**src/rtl/mem_ctrl_pkg.sv**
```systemverilog
// Shared types and constants for the multi-beat RAM controller.
package mem_ctrl_pkg;

    typedef enum logic [1:0] {
        IDLE  = 2'd0,
        READ  = 2'd1,
        WRITE = 2'd2,
        ACK   = 2'd3
    } state_t;

    localparam logic GNT_IF  = 1'b0;
    localparam logic GNT_MEM = 1'b1;

    // Number of RAM beats per client word; DATA_W/RAM_W must be a power of two.
    function automatic int beats_of(input int data_w, input int ram_w);
        return data_w / ram_w;
    endfunction

endpackage

```
**src/rtl/mem_ctrl_arb.sv**
```systemverilog
// Fetch/memory-stage arbiter: memory stage has priority over fetch.
// With MEM_CTRL_STARVE_GUARD_EN defined, fetch is forced through after STARVE_LIMIT back-to-back mem grants.
module mem_ctrl_arb
    import mem_ctrl_pkg::*;
#(
    parameter int STARVE_LIMIT = 4
) (
    input  logic clock,
    input  logic reset,
    input  logic arb_en,
    input  logic if_req,
    input  logic mem_req,
    output logic gnt_valid,
    output logic gnt_src
);

`ifdef MEM_CTRL_STARVE_GUARD_EN
    localparam int CNT_W = (STARVE_LIMIT < 1) ? 1 : $clog2(STARVE_LIMIT + 1);

    logic [CNT_W-1:0] starve_cnt;
    logic             starved;

    assign starved = if_req && (starve_cnt == CNT_W'(STARVE_LIMIT));

    always_comb begin
        gnt_valid = arb_en && (if_req || mem_req);
        gnt_src   = (mem_req && !starved) ? GNT_MEM : GNT_IF;
    end

    // Only counts mem grants that actually made fetch wait.
    always_ff @(posedge clock or posedge reset) begin
        if (reset) begin
            starve_cnt <= '0;
        end else if (gnt_valid) begin
            if (gnt_src == GNT_IF)
                starve_cnt <= '0;
            else if (if_req)
                starve_cnt <= starve_cnt + 1'b1;
        end
    end
`else
    logic unused_clk_rst;
    assign unused_clk_rst = clock ^ reset;

    always_comb begin
        gnt_valid = arb_en && (if_req || mem_req);
        gnt_src   = mem_req ? GNT_MEM : GNT_IF;
    end
`endif

endmodule

```
**src/rtl/mem_ctrl_multibeat.sv**
```systemverilog
// Multi-beat RAM controller: splits DATA_W client words into BEATS RAM_W beats, MS beat first.
// Optional MEM_CTRL_STARVE_GUARD_EN enables the fetch starvation guard inside mem_ctrl_arb.
module mem_ctrl_multibeat
    import mem_ctrl_pkg::*;
#(
    parameter int ADDR_W       = 18,
    parameter int DATA_W       = 32,
    parameter int RAM_W        = 16,
    parameter int STARVE_LIMIT = 4
) (
    input  logic              clock,
    input  logic              reset,
    input  logic              if_req,
    input  logic [ADDR_W-1:0] if_addr,
    output logic              if_ack,
    output logic [DATA_W-1:0] if_rdata,
    input  logic              mem_req,
    input  logic              mem_we,
    input  logic [ADDR_W-1:0] mem_addr,
    input  logic [DATA_W-1:0] mem_wdata,
    output logic              mem_ack,
    output logic [DATA_W-1:0] mem_rdata,
    output logic [ADDR_W-1:0] ram_addr,
    output logic              ram_wre,
    output logic [RAM_W-1:0]  ram_wdata,
    input  logic [RAM_W-1:0]  ram_rdata
);

    localparam int BEATS = beats_of(DATA_W, RAM_W);
    localparam int CNT_W = $clog2(BEATS + 1);

    state_t            state, state_d;
    logic [CNT_W-1:0]  beat_cnt;
    logic              src_q;
    logic              we_q;
    logic [DATA_W-1:0] rd_buf;
    logic [DATA_W-1:0] wr_buf;

    logic              arb_en;
    logic              gnt_valid;
    logic              gnt_src;
    logic              gnt_we;
    logic [ADDR_W-1:0] base_addr;

    // The cycle after ACK still sees the old request held high; skip
    // arbitration while an ack is out so it is not served twice.
    assign arb_en    = (state == IDLE) && !if_ack && !mem_ack;
    assign gnt_we    = (gnt_src == GNT_MEM) && mem_we;
    assign base_addr = ((gnt_src == GNT_MEM) ? mem_addr : if_addr) & ~ADDR_W'(BEATS - 1);

    mem_ctrl_arb #(
        .STARVE_LIMIT (STARVE_LIMIT)
    ) u_arb (
        .clock     (clock),
        .reset     (reset),
        .arb_en    (arb_en),
        .if_req    (if_req),
        .mem_req   (mem_req),
        .gnt_valid (gnt_valid),
        .gnt_src   (gnt_src)
    );

    always_comb begin
        state_d = state;
        case (state)
            IDLE:    if (gnt_valid) state_d = gnt_we ? WRITE : READ;
            READ:    if (beat_cnt == CNT_W'(BEATS)) state_d = ACK;
            WRITE:   if (beat_cnt == CNT_W'(BEATS - 1)) state_d = ACK;
            ACK:     state_d = IDLE;
            default: state_d = IDLE;
        endcase
    end

    always_ff @(posedge clock or posedge reset) begin
        if (reset) state <= IDLE;
        else       state <= state_d;
    end

    always_ff @(posedge clock or posedge reset) begin
        if (reset) begin
            beat_cnt  <= '0;
            src_q     <= GNT_IF;
            we_q      <= 1'b0;
            rd_buf    <= '0;
            wr_buf    <= '0;
            if_ack    <= 1'b0;
            mem_ack   <= 1'b0;
            if_rdata  <= '0;
            mem_rdata <= '0;
            ram_addr  <= '0;
            ram_wdata <= '0;
            ram_wre   <= 1'b1;
        end else begin
            if_ack  <= 1'b0;
            mem_ack <= 1'b0;
            ram_wre <= (state_d != WRITE);
            case (state)
                IDLE: begin
                    if (gnt_valid) begin
                        src_q    <= gnt_src;
                        we_q     <= gnt_we;
                        beat_cnt <= '0;
                        ram_addr <= base_addr;
                        if (gnt_we) begin
                            ram_wdata <= mem_wdata[DATA_W-1 -: RAM_W];
                            wr_buf    <= mem_wdata << RAM_W;
                        end
                    end
                end
                READ: begin
                    beat_cnt <= beat_cnt + 1'b1;
                    if (beat_cnt < CNT_W'(BEATS - 1))
                        ram_addr <= ram_addr + 1'b1;
                    // Beat n's data returns while beat_cnt == n+1.
                    if (beat_cnt != '0)
                        rd_buf <= (rd_buf << RAM_W) | DATA_W'(ram_rdata);
                end
                WRITE: begin
                    beat_cnt <= beat_cnt + 1'b1;
                    if (beat_cnt < CNT_W'(BEATS - 1)) begin
                        ram_addr  <= ram_addr + 1'b1;
                        ram_wdata <= wr_buf[DATA_W-1 -: RAM_W];
                        wr_buf    <= wr_buf << RAM_W;
                    end
                end
                ACK: begin
                    if (src_q == GNT_MEM) begin
                        mem_ack <= 1'b1;
                        if (!we_q) mem_rdata <= rd_buf;
                    end else begin
                        if_ack   <= 1'b1;
                        if_rdata <= rd_buf;
                    end
                end
                default: ;
            endcase
        end
    end

endmodule

```
**config.mk**
```make
export PLATFORM = sky130hd
export DESIGN_NAME = mem_ctrl_multibeat
export DESIGN_NICKNAME = d
export VERILOG_FILES = /design/src/rtl/mem_ctrl_pkg.sv /design/src/rtl/mem_ctrl_arb.sv /design/src/rtl/mem_ctrl_multibeat.sv
export SDC_FILE = /design/constraint.sdc
export NUM_CORES = 1
export LEC_CHECK = 0
export ABC_AREA = 0
export BUFFER_PORTS_ARGS = -buffer_cell sky130_fd_sc_hd__buf_4
export CORE_UTILIZATION = 40
export CTS_CLUSTER_DIAMETER = 60
export DETAILED_ROUTE_END_ITERATION = 7
export HOLD_SLACK_MARGIN = 0.05
export PLACE_DENSITY = 0.74
export SYNTH_ARGS = -nofsm -noshare
export SYNTH_HDL_FRONTEND = slang
export SYNTH_SLANG_ARGS = --single-unit
```
**constraint.sdc**
```tcl
create_clock -name clock -period 3.8 [get_ports clock]
set_input_delay 0 -clock clock [delete_from_list [all_inputs] [get_ports clock]]
set_output_delay 0 -clock clock [all_outputs]
set_load 0.01 [all_outputs]
```
## Word-level counts from Yosys, hierarchy flattened

Cells that the tools add are included.

| operators by class | value |
|---|---|
| multiplexer cells | 24 |
| reduce and logical (&&, ||, !) cells | 19 |
| multipliers | 0 |
| add/sub/neg operators | 2 |
| equality and inequality tests | 10 |
| shift operators | 0 |
| order comparisons | 1 |
| bitwise operators | 3 |
| div/mod/pow operators | 0 |

Operator list:

| kind | count |
|---|---|
| $mux 32 | 3 |
| $pmux 32 s2 | 1 |
| $mux 18 | 3 |
| $mux 16 | 3 |
| $pmux 18 s2 | 1 |
| $or 32x16->32 | 1 |
| $pmux 16 s2 | 1 |
| $add 18x1->18 const B | 1 |
| $mux 2 | 5 |
| $ne 2x2->1 const B | 4 |
| $pmux 2 s4 | 1 |
| $reduce_and 2->1 | 4 |
| $eq 2x2->1 const B | 3 |
| $reduce_and 3->1 | 2 |
| $reduce_bool 2->1 | 3 |
| $mux 1 | 5 |
| $eq 2x1->1 const B | 2 |
| $logic_and 1x1->1 | 4 |
| $pmux 2 s2 | 1 |
| $reduce_and 4->1 | 1 |
| $add 2x1->2 const B | 1 |
| $logic_not 1->1 | 2 |
| $logic_not 2->1 | 1 |
| $lt 2x1->1 const B | 1 |
| 4 further kinds | 5 |

| storage, ports and cells | value |
|---|---|
| output and inout port bits | 101 |
| bits in writable memories | 0 |
| bits in latches | 0 |
| ROM bits | 0 |
| bits in registers | 171 |
| memories | 0 |

## Longest topological paths before layout

| depth | value |
|---|---|
| depth in word-level cells | 7 |
| mapped depth | 9 |
| mapped depth without buffers | 6 |

## Hierarchy

From an unflattened synthesis, not the netlist that was laid out.

| second synthesis, totals | value |
|---|---|
| cell total of the unflattened synthesis | 554 |
| area, all modules | 6851.6 um^2 |

Modules (own cells, without submodules):

| module | seq. area each (um^2) | instances | area an instance (um^2) | cells an instance |
|---|---|---|---|---|
| mem_ctrl_multibeat | 3880.0 | 1 | 6836.6 | 552 |
| mem_ctrl_arb | 0.0 | 1 | 15.0 | 2 |

## Worst setup path before layout

OpenSTA, ideal clock, no wires.

| timing path | value |
|---|---|
| path kind | flip-flop to flip-flop |
| start point | register state[0] |
| end point | register ram_addr[11] |
| period minus slack after synthesis | 1.789 ns |
| stages on the path, launching flop included | 8 |
| path buffers | 2 |
| setup slack | 2.011 ns |
| library setup time | 0.121 ns |
| arrival | 1.668 ns |
| path through | dfrtp_1 inv_1 ha_1 clkbuf_1 clkbuf_1 nand2_1 o21a_1 o22a_1 |

| between the ends | value |
|---|---|
| longest elaborated chain between the ends | 6 |

Ends and longest elaborated chain:

| element | RTL line | RTL |
|---|---|---|
| start: declaration | mem_ctrl_multibeat.sv:32 | `state_t state, state_d;` |
| start signal: assignment | mem_ctrl_multibeat.sv:76 | `else state <= state_d;` |
| $logic_not 2->1 | mem_ctrl_multibeat.sv:47, mem_ctrl_multibeat.sv:97 |  |
| $logic_and 1x1->1 (2 in a row) | mem_ctrl_multibeat.sv:47 | `assign arb_en = (state == IDLE) && !if_ack && !mem_ack;` |
| $logic_and 1x1->1 | mem_ctrl_arb.sv:46 | `gnt_valid = arb_en && (if_req \|\| mem_req);` |
| $ne 2x2->1 (no source line) | -- |  |
| $reduce_and 3->1 (no source line) | -- |  |
| end signal: assignment | mem_ctrl_multibeat.sv:103 | `ram_addr <= base_addr;` |
| end signal: assignment | mem_ctrl_multibeat.sv:113 | `ram_addr <= ram_addr + 1'b1;` |
| end signal: assignment | mem_ctrl_multibeat.sv:121 | `ram_addr <= ram_addr + 1'b1;` |
| end: declaration | mem_ctrl_multibeat.sv:23 | `output logic [ADDR_W-1:0] ram_addr,` |

Several ways; a longest one is shown, not always the timed one.
A chain may end at the register's enable or synchronous reset.

## Final worst setup path

| timing path | value |
|---|---|
| start point | register state[0] |
| end point | register wr_buf[23] |

| between the ends | value |
|---|---|
| longest elaborated chain between the ends | 6 |

Ends and longest elaborated chain:

| element | RTL line | RTL |
|---|---|---|
| $logic_not 2->1 | mem_ctrl_multibeat.sv:47, mem_ctrl_multibeat.sv:97 |  |
| $logic_and 1x1->1 (2 in a row) | mem_ctrl_multibeat.sv:47 |  |
| $logic_and 1x1->1 | mem_ctrl_arb.sv:46 |  |
| $ne 2x2->1 (no source line) | -- |  |
| $reduce_and 4->1 (no source line) | -- |  |
| end signal: assignment | mem_ctrl_multibeat.sv:106 | `wr_buf <= mem_wdata << RAM_W;` |
| end signal: assignment | mem_ctrl_multibeat.sv:123 | `wr_buf <= wr_buf << RAM_W;` |
| end: declaration | mem_ctrl_multibeat.sv:37 | `logic [DATA_W-1:0] wr_buf;` |

Several ways; a longest one is shown, not always the timed one.

==> results.cfg <==
[critical_path]
data_required_time_at_the_worst_endpoint_ns = 4.05
r2r-start = state[0]$_DFF_PP0_
critical-path-top-delay-family = compound AO/OA/AOI/OAI gates
worst-r2r-cell-count = 6
timing.critical_path.from = state[0]$_DFF_PP0_
timing.critical_path.slowest_cell_delay_ns = 0.72
buf_inv_on_cp = 2
crit_path_top_delay_cell = a21o_2
timing.reg2reg.setup_slack_ns = 1.32
worstPathCellList = inv_1 -> ha_1 -> buf_4 -> mux2i_1 -> a21o_2 -> o21ai_0
worst_setup_path_start_kind = flip-flop
worstReg2RegEnd = wr_buf[23]$_DFFE_PP0P_
arrival_ns = 2.73
crit_type = reg2reg
timing.critical_path.to_type = flip-flop
critPathMaxFanout = 64

[drt]
vias = 5295
first_iter_violations = 190
route.detailed.vias_per_inst = 5.11
drt-met1-wl_um = 6950
route.met2.wl_um = 8390
drtAntennaViolNets = 0
firstDrtPassIters = 4
topRoutingLayerUsed = met4
route.final.wire_length_um = 16800
routedWlPerCell_um = 16.2
met3RoutedLength_um = 1140
drc = 0

[cts]
tritoncts_num_sinks = 155
clock_buffer_depth = 2
cts-root-buf = clkbuf_16
setup_fix_bufs_post_cts = 0
worstSkewPairLatency_ns = 0.42
htreeDepth = 4
cts_buffers = 17
cts_tree = yes
path_clk_slew_ns = 0.06

[die]
core_area_mm2 = 0.0167
fp-row-count = 47
floorplan.io_pins = 190
initial_utilization_pct = 41.3
dieArea_mm2 = 0.0178
chipWidth_um = 133
die_height_um = 133

[sta]
final_period_minus_worst_setup_slack_ns = 2.48
max_slew_headroom_pct = 28.7
timing.final.max_slew_violations = 0
grt_setup_unrepaired = no
final_clock_skew_ns = 0.00910
tightest_slew_ns = 1.07
post-route-period-util_pct = 65.4
maxClockFrequency_mhz = 403
post-route-worst-setup-slack_ns = 1.32
fin_setup_tns_ns = 0
report.final.hold_viol_count = 0
finalSetupViolCount = 0

[layout]
drive_above_1_share_pct = 42.3
final_design_area_no_fill_mm2 = 0.00983
layout_common_cells = buf_4 (190), dfrtp_1 (154), mux2_2 (102)
ff_latch_area_mm2 = 0.00388
final_layout_net_count = 903
flow.area_growth_from_synthesis_pct = 42.7
num-fill-cells = 1358
multi_input_comb_area_mm2 = 0.00284
fin_util_pct = 58.9
most_common_cell_after_layout_fill_and_taps_aside = buf_4
final_cells = 1037

[global_routing]
grt_remaining_overflow = 0
grt_start_max_net_pins = 91
grt.total_usage_pct = 19.8
antenna_violations_before_repair = 1
global_route_wire_length_before_repair_um = 27800
via_count_of_the_first_global_routing_pass = 5656

[placed_design]
buffer_ports.inserted = 187
place.gp.congestion = 0.819
placedInstanceArea_mm2 = 0.00847
dpl.hpwl_um = 10800
detailedPlace.worstSlack_ns = 1.32
post-place-cells = 930

[synthesis]
simple_logic_cell_fraction_of_the_synthesized_area_pct = 9.52
synth_top_area_cell = dfrtp_1
syn-instance-count = 553
yosys.area.top_type_share_pct = 55.9
avgSynthCellArea_um2 = 12.5
synth_warnings = 0
asyncSetResetFlopFracSynth_pct = 100
dominantRegCellSynth = dfrtp_1
synth_edf_count = 0
synth.net_count = 651
post_synth_main_area_contributors = dfrtp_1 (56%), mux2_2 (17%), mux2i_1 (4.1%)
synthDistinctLibCells = 48
fraction_of_the_yosys_area_taken_by_sequential_cells_pct = 56.3
synth_compound_area_share_pct = 8.86
synth_fa_ha_area_share_pct = 1.63
flip_flop_and_latch_count_after_synthesis = 155
synth-xor-area-share_pct = 0
combinational_family_with_the_most_area_after_synthesis = multiplexers
mux_cell_area_share_after_synthesis_pct = 20.9
synth_cell_area_mm2 = 0.00689

[power_and_ir_drop]
power.static_leakage_nw = 4.51
vdd_drop_max_v = 0.000420
pwr_density_cell_mw_per_mm2 = 891

[status]
run_status = complete, no violations

[worst_hold_path]
cells_on_worst_hold_path = 5
hold_path_end = ram_addr[1]$_DFFE_PP0P_
min_from = mem_addr[1]
hold_class = in2reg

[run]
max_cap_viol_count = 0
state kept, by name, summed over array words and instances (netlist names), 2 cells and up:
signal / count
beat_cnt: 2
rd_buf: 32
if_rdata: 32
state: 2
ram_addr: 18
ram_wdata: 16
mem_rdata: 32
wr_buf: 16
tightest hold or removal path: cells and delay by family:
| kind | cells | cell delay (ns) |
|---|---|---|
| and+or+nand+nor | 1 | 0.10 |
| buffers and inverters | 1 | 0.08 |
| muxes | 1 | 0.06 |
| AOI/OAI and AO/OA | 2 | 0.17 |
worst max path at each step:
stage                                end  slack (ns)  depth (start not counted)
2_1_floorplan    beat_cnt[0]$_DFFE_PP0P_        1.84                          1
5_1_grt        ram_wdata[12]$_DFFE_PP0P_        1.08                          6
4_1_cts        ram_wdata[12]$_DFFE_PP0P_        1.31                          6
3_3_place_gp    if_rdata[18]$_DFFE_PP0P_        1.43                          4
6_report          wr_buf[23]$_DFFE_PP0P_        1.32                          6
3_5_place_dp      wr_buf[30]$_DFFE_PP0P_        1.32                          6
metal layers:
layer	vias up	track usage (%)
met2	172	33.7
met5	-	0
met1	2620	22.9
met4	0	8.08
met3	31	6.43
li1	2472	-
metrics by stage:
step	hold slack, ns	total power [mW]
final	0.0411	8.76
after global routing	0.0595	9.35
after CTS	0.0528	8.83
after detailed placement	0.00550	7.00
after global placement	-0.00389	6.82
after floorplan	0.140	5.53
cell usage after synthesis (2+ instances only):
cell type and number:
a2bb2oi_1 2, a21oi_1 11, and2b_1 2, buf_2 15, o21ai_1 8, o22a_1 7, a221oi_2 5, nor2_2 2
nand2_1 52, nand4_1 8, mux2_2 102, and4_1 3, a2bb2oi_2 2, o22ai_1 3, nand3_1 14, buf_4 2
a211oi_1 4, nor2b_1 4, mux2i_1 28, ha_1 9, and2_1 3, o21ai_0 33, a21oi_2 3, inv_1 7
nand2b_1 19, and3_1 4, clkbuf_1 15, dfrtp_1 154, nor2_1 11, a31oi_1 3
area by class of cell:
| type | instances | area share [%] |
|---|---|---|
| well taps | 220 | 2.80 |
| multi-input cells | 356 | 28.8 |
| inverters | 8 | 0.344 |
| repair buffers | 267 | 22.4 |
| flip-flops and latches | 155 | 39.5 |
| clock inverters | 10 | 1.44 |
| diodes | 1 | 0.0255 |
| clock buffers | 20 | 4.64 |
kinds of logic after synthesis:
logic type | count (synthesis)
flip-flops | 155
buffers and inverters | 42
adder cells (fa/ha/maj) | 9
AND/OR/NAND/NOR | 128
AO/OA/AOI/OAI | 88
multiplexers | 131
power breakdown:
| group | switching (mW) | internal, mW |
|---|---|---|
| clock | 0.658 | 1.06 |
| sequential | 0.617 | 2.50 |
| combinational | 1.90 | 2.01 |
timing repair:
action / in CTS / in global routing
hold buffers: 76 / 0
endpoints found under the hold margin: 169 / 0
resized for setup: 0 / 0
endpoints found under the setup margin: 0 / 0
Note: power is estimated with default switching activity, not from simulation.
